### config.mk
export PLATFORM = sky130hd
export DESIGN_NAME = dff_pipe_stall
export DESIGN_NICKNAME = d
export VERILOG_FILES = /design/src/rtl/dff_pkg.sv /design/src/rtl/dff_pipe_stage.sv /design/src/rtl/dff_pipe_stall.sv
export SDC_FILE = /design/constraint.sdc
export NUM_CORES = 1
export LEC_CHECK = 0
export BUFFER_PORTS_ARGS = -buffer_cell sky130_fd_sc_hd__buf_2
export CORE_AREA = 4 4 64 66
export CTS_BUF_LIST = sky130_fd_sc_hd__clkbuf_16
export CTS_CLUSTER_DIAMETER = 40
export DETAILED_ROUTE_END_ITERATION = 10
export DIE_AREA = 0 0 68 70
export HOLD_SLACK_MARGIN = 0.12
export PLACE_DENSITY_LB_ADDON = 0.08
export SYNTH_ARGS = -nofsm -noshare
export SYNTH_HDL_FRONTEND = slang
export SYNTH_HIERARCHICAL = 1
export SYNTH_SLANG_ARGS = --single-unit
### constraint.sdc
create_clock -name clk -period 3.8 [get_ports clk]
set_input_delay 0.57 -clock clk [delete_from_list [all_inputs] [get_ports clk]]
set_output_delay 0.57 -clock clk [all_outputs]
set_load 0.1 [all_outputs]
### src/rtl/dff_pkg.sv
// Shared definitions for the stallable register pipeline: the default
// reset value of the data stages and the width of the occupancy counter.
package dff_pkg;

    localparam int unsigned DFF_DEFAULT_RESET_VAL = 0;

    // Bits needed to hold a count from 0 up to and including depth.
    function automatic int unsigned dff_count_width(input int unsigned depth);
        return (depth < 1) ? 1 : $clog2(depth + 1);
    endfunction

endpackage

### src/rtl/dff_pipe_stage.sv
// One pipeline stage: a WIDTH-bit data register plus its valid bit.
// Data only loads when the incoming beat is valid, so bubbles passing
// through do not toggle the data register.
module dff_pipe_stage
    import dff_pkg::*;
#(
    parameter int unsigned       WIDTH     = 8,
    parameter logic [WIDTH-1:0]  RESET_VAL = WIDTH'(DFF_DEFAULT_RESET_VAL)
) (
    input  logic             clk,
    input  logic             reset,
    input  logic             flush,
    input  logic             en,
    input  logic             src_valid,
    input  logic [WIDTH-1:0] src_data,
    output logic             vld_o,
    output logic [WIDTH-1:0] dat_o
);

    logic             vld_q;
    logic [WIDTH-1:0] dat_q;

    // Reset wins over flush; flush only drops the valid and leaves data alone.
    always_ff @(posedge clk) begin
        if (reset) begin
            vld_q <= 1'b0;
            dat_q <= RESET_VAL;
        end else if (flush) begin
            vld_q <= 1'b0;
        end else if (en) begin
            vld_q <= src_valid;
            if (src_valid) begin
                dat_q <= src_data;
            end
        end
    end

    assign vld_o = vld_q;
    assign dat_o = dat_q;

endmodule

### src/rtl/dff_pipe_stall.sv
// DEPTH-stage, WIDTH-bit register pipeline with valid/ready backpressure.
// An empty stage always advances, so bubbles collapse and the pipeline
// fills to DEPTH beats before in_ready drops. The last stage drives the
// outputs directly.
module dff_pipe_stall
    import dff_pkg::*;
#(
    parameter int unsigned       WIDTH     = 8,
    parameter int unsigned       DEPTH     = 4,
    parameter logic [WIDTH-1:0]  RESET_VAL = WIDTH'(DFF_DEFAULT_RESET_VAL)
) (
    input  logic                                clk,
    input  logic                                reset,
    input  logic                                flush,
    input  logic                                in_valid,
    input  logic [WIDTH-1:0]                    in_data,
    output logic                                in_ready,
    output logic                                out_valid,
    output logic [WIDTH-1:0]                    out_data,
    input  logic                                out_ready,
    output logic [dff_count_width(DEPTH)-1:0]   count
);

    localparam int unsigned CW = dff_count_width(DEPTH);

    logic [DEPTH-1:0] vld;
    logic [DEPTH-1:0] en;
    logic [DEPTH-1:0] src_vld;
    logic [WIDTH-1:0] dat     [DEPTH];
    logic [WIDTH-1:0] src_dat [DEPTH];
    logic             chain;
    logic [CW-1:0]    cnt_sum;

    // Advance-enable chain, walked from the output side: a stage moves
    // when it is empty or the stage after it moves.
    always_comb begin
        chain = out_ready;
        en    = '0;
        for (int i = DEPTH - 1; i >= 0; i--) begin
            chain = chain | ~vld[i];
            en[i] = chain;
        end
    end

    assign in_ready = en[0] & ~flush & ~reset;

    for (genvar i = 0; i < DEPTH; i++) begin : g_stage
        if (i == 0) begin : g_head
            assign src_vld[i] = in_valid & in_ready;
            assign src_dat[i] = in_data;
        end else begin : g_body
            assign src_vld[i] = vld[i-1];
            assign src_dat[i] = dat[i-1];
        end

        dff_pipe_stage #(
            .WIDTH     (WIDTH),
            .RESET_VAL (RESET_VAL)
        ) u_stage (
            .clk       (clk),
            .reset     (reset),
            .flush     (flush),
            .en        (en[i]),
            .src_valid (src_vld[i]),
            .src_data  (src_dat[i]),
            .vld_o     (vld[i]),
            .dat_o     (dat[i])
        );
    end

    // Occupancy is the population count of the stage valids.
    always_comb begin
        cnt_sum = '0;
        for (int i = 0; i < DEPTH; i++) begin
            cnt_sum = cnt_sum + CW'(vld[i]);
        end
    end

    assign count     = cnt_sum;
    assign out_valid = vld[DEPTH-1];
    assign out_data  = dat[DEPTH-1];

endmodule

==> summary.md <==
| Metric | Value |
|---|---|
| Wire length per cell | 10.6 µm |
| Vias in the first global route | 1052 |
| Horizontal die dimension | 68 µm |
| Area fraction in compound gates after synthesis | 0.00946 |
| Number of distinct library cell variants in the gate-level netlist after synthesis | 17 |
| Crit. End Element | primary output |
| Total of endpoints with negative setup slack in the final report | 0 |
| Clock slew seen by the registers of the worst setup and hold paths | 0.05 ns |
| Cells along the critical path | inv_1, fa_1, inv_1, ha_1, ha_1, buf_2 |
| Final count of hold timing violations | 0 |
| Slowest cell on crit path | sky130_fd_sc_hd__fa_1 |
| Routed vias | 1130 |
| Longest individual stage delay on the worst path | 0.49 ns |
| Status | completed |
| Worst Setup Start Kind | flop |
| Root buffer selected by CTS | sky130_fd_sc_hd__clkbuf_16 |
| Starting Density | 0.480 |
| Max Freq | 0.367 GHz |
| Mapped cell area | 1720 µm² |
| Std-Cell Rows | 22 |
| Maximum number of pins on one net before global-route repair | 71 |
| Sequential cell area fraction in the yosys report | 0.419 |
| Post-cts gate resize count | 0 |
| Multiplexer share of the synthesized area | 0.210 |
| Per-instance average area after synthesis | 10.2 µm² |
| Static Leak | 0.759 nW |
| Synth Area in XOR/XNOR | 0 |
| Post-cts hold buffer count | 0 |
| Average via count per standard cell | 4.67 |
| Power density over the cells | 398 nW/µm² |
| Fraction of the mapped netlist area in simple logic gates | 0.287 |
| Most frequent cells in the layout | sky130_fd_sc_hd__nand2b_1 (64), sky130_fd_sc_hd__mux2i_1 (36), sky130_fd_sc_hd__dfxtp_1 (36) |
| Syn Nets | 185 |
| Type of the tightest min-delay check | flop to flop |
| Total die area | 4760 µm² |
| Initial antenna violation count | 0 |
| Worst max-slew margin expressed relative to the limit | 0.469 |
| Crit path max fanout | 7 |
| Adder and majority gate portion of the synthesized area | 0.0262 |
| Layout filler cell count | 346 |
| Total Routing Usage GR | 0.122 |
| Placer's final routability congestion estimate | 0.768 |
| Diodes inserted | 0 |
| Final ANT Viol Nets | 0 |
| Most common library cell in the layout ignoring fill and taps | sky130_fd_sc_hd__nand2b_1 |
| Required time of the critical path | 3.23 ns |
| Number of nets in the final layout | 209 |
| Setup ws final | 1.08 ns |
| FF+latch count, synth | 36 |
| DR pass1 iterations | 4 |
| Max Clock Skew | 0.00331 ns |
| Total clock buffers created by CTS | 5 |
| Buffers added on ports | 25 |
| MaxCap Viol Count | 0 |
| DRC errors left | 0 |
| Proportion of layout cells with a drive suffix above 1 | 0.165 |
| Worst slack, placed | 1.37 ns |
| Area of the core | 3580 µm² |
| DRC marker count from the first detailed-route iteration | 58 |
| Count of buffers added by post-CTS timing repair for setup | 0 |
| Synthesized instance count | 169 |
| Period minus WS final | 2.72 ns |
| Worst Tran Pin Value | 0.797 ns |
| Maximum clock insertion buffer count | 2 |
| Data arrival time of the critical path | 2.15 ns |
| Main combinational cell family by area after synthesis | simple AND/OR/NAND/NOR gates |
| Crit Path Class | flop to primary output |
| First-pass GRT wire length | 4460 µm |
| Height of the chip | 70 µm |
| CTS sink count | 36 |
| Post-Route WL | 2580 µm |
| Count of yosys warnings during synthesis | 6 |
| TritonCTS clock tree | done |
| Grt ovf | 0 |
| H-tree Lvls | 2 |
| Max rail drop VDD | 270 µV |
| Post-synthesis to final-layout area growth | 15.2% |
| Clock network latency to the later pin of the worst-skew pair | 0.27 ns |
| DP HPWL | 1810 µm |
| Final number of max-transition violations | 0 |
| Post-route fraction of the period consumed by the critical path | 0.717 |
| Aggregate negative setup slack | 0 ns |
| RSZ-0062 raised after global routing | no |
| Number of ports placed on the die boundary | 26 |
[per-layer routing]
metal / part of all wire / GRT usage / vias up
li1: - / - / 600
met1: 0.49 / 0.153 / 498
met2: 0.43 / 0.182 / 24
met3: 0.057 / 0.0386 / 8
met4: 0.024 / 0.0662 / 0
met5: 0 / 0 / -
[worst paths after layout]
kind	depth (start not counted)	to	start	slack [ns]
worst max register to register	4	g_stage[1].u_stage/dat_o[0]	g_stage[3].u_stage/vld_o	2.19
worst min-delay path	2	g_stage[3].u_stage/dat_o[6]	g_stage[3].u_stage/dat_o[6]	0.47
worst max-delay path	6	count[1]	g_stage[2].u_stage/vld_o	1.08
worst min register to register	2	g_stage[3].u_stage/dat_o[6]	g_stage[3].u_stage/dat_o[6]	0.47
[per-stage QoR]
stage	total power, mW	utilization	instances	cell area [µm²]	hold WS [ns]
after floorplan	0.418	-	169	1720	0.449
after global placement	0.429	0.515	234	1840	0.455
after detailed placement	0.430	0.515	234	1840	0.461
after CTS	0.802	0.553	242	1980	0.473
after global routing	0.817	0.553	242	1980	0.489
final	0.788	0.553	242	1980	0.470
[logic make-up after synthesis]
kind of cell,after synthesis
AND/OR/NAND/NOR,78
flip-flops,36
multiplexers,36
adder cells (fa/ha/maj),3
AO/OA/AOI/OAI,2
buffers and inverters,14
[power breakdown]
part / total (mW) / leakage, nW / internal (mW) / switching (mW)
clock: 0.367 / 0.0738 / 0.235 / 0.132
sequential: 0.382 / 0.290 / 0.380 / 0.00135
combinational: 0.0400 / 0.395 / 0.0197 / 0.0203
[layout make-up]
type | instances | area [µm²] | share of cell area
Multi-Input combinational cell | 119 | 916 | 0.462
Clock inverter | 3 | 11.3 | 0.00569
Inverter | 6 | 22.5 | 0.0114
Clock buffer | 5 | 125 | 0.0632
Tap cell | 48 | 60.1 | 0.0303
Sequential cell | 36 | 721 | 0.364
Timing Repair Buffer | 25 | 125 | 0.0632
[critical path, delay by kind of cell (launching register included)]
family	cells	cell delay, ns
adder cells (fa/ha/maj)	3	0.92
flip-flops	1	0.43
buffers and inverters	3	0.53
[state kept, by name, summed over array words and instances, names as in the netlist]
signal / cells
g_stage.u_stage/dat_o: 32
g_stage.u_stage/vld_o: 4
[synthesized netlist by cell type]
cell type,count,area share
sky130_fd_sc_hd__nand2b_1,64,0.23
sky130_fd_sc_hd__dfxtp_1,36,0.42
sky130_fd_sc_hd__mux2i_1,36,0.21
sky130_fd_sc_hd__inv_1,6,0.013
sky130_fd_sc_hd__and3b_1,4,0.020
sky130_fd_sc_hd__buf_6,4,0.026
sky130_fd_sc_hd__clkbuf_1,4,0.0087
sky130_fd_sc_hd__nor3_1,4,0.012
sky130_fd_sc_hd__ha_1,2,0.015
sky130_fd_sc_hd__nand2_1,2,0.0044
sky130_fd_sc_hd__a211oi_1,1,0.0044
sky130_fd_sc_hd__a21oi_2,1,0.0051
sky130_fd_sc_hd__and3_4,1,0.0065
sky130_fd_sc_hd__fa_1,1,0.012
sky130_fd_sc_hd__nand3_1,1,0.0029
sky130_fd_sc_hd__nor2b_1,1,0.0036
sky130_fd_sc_hd__or3b_1,1,0.0051
(Power assumes the default switching activity.)
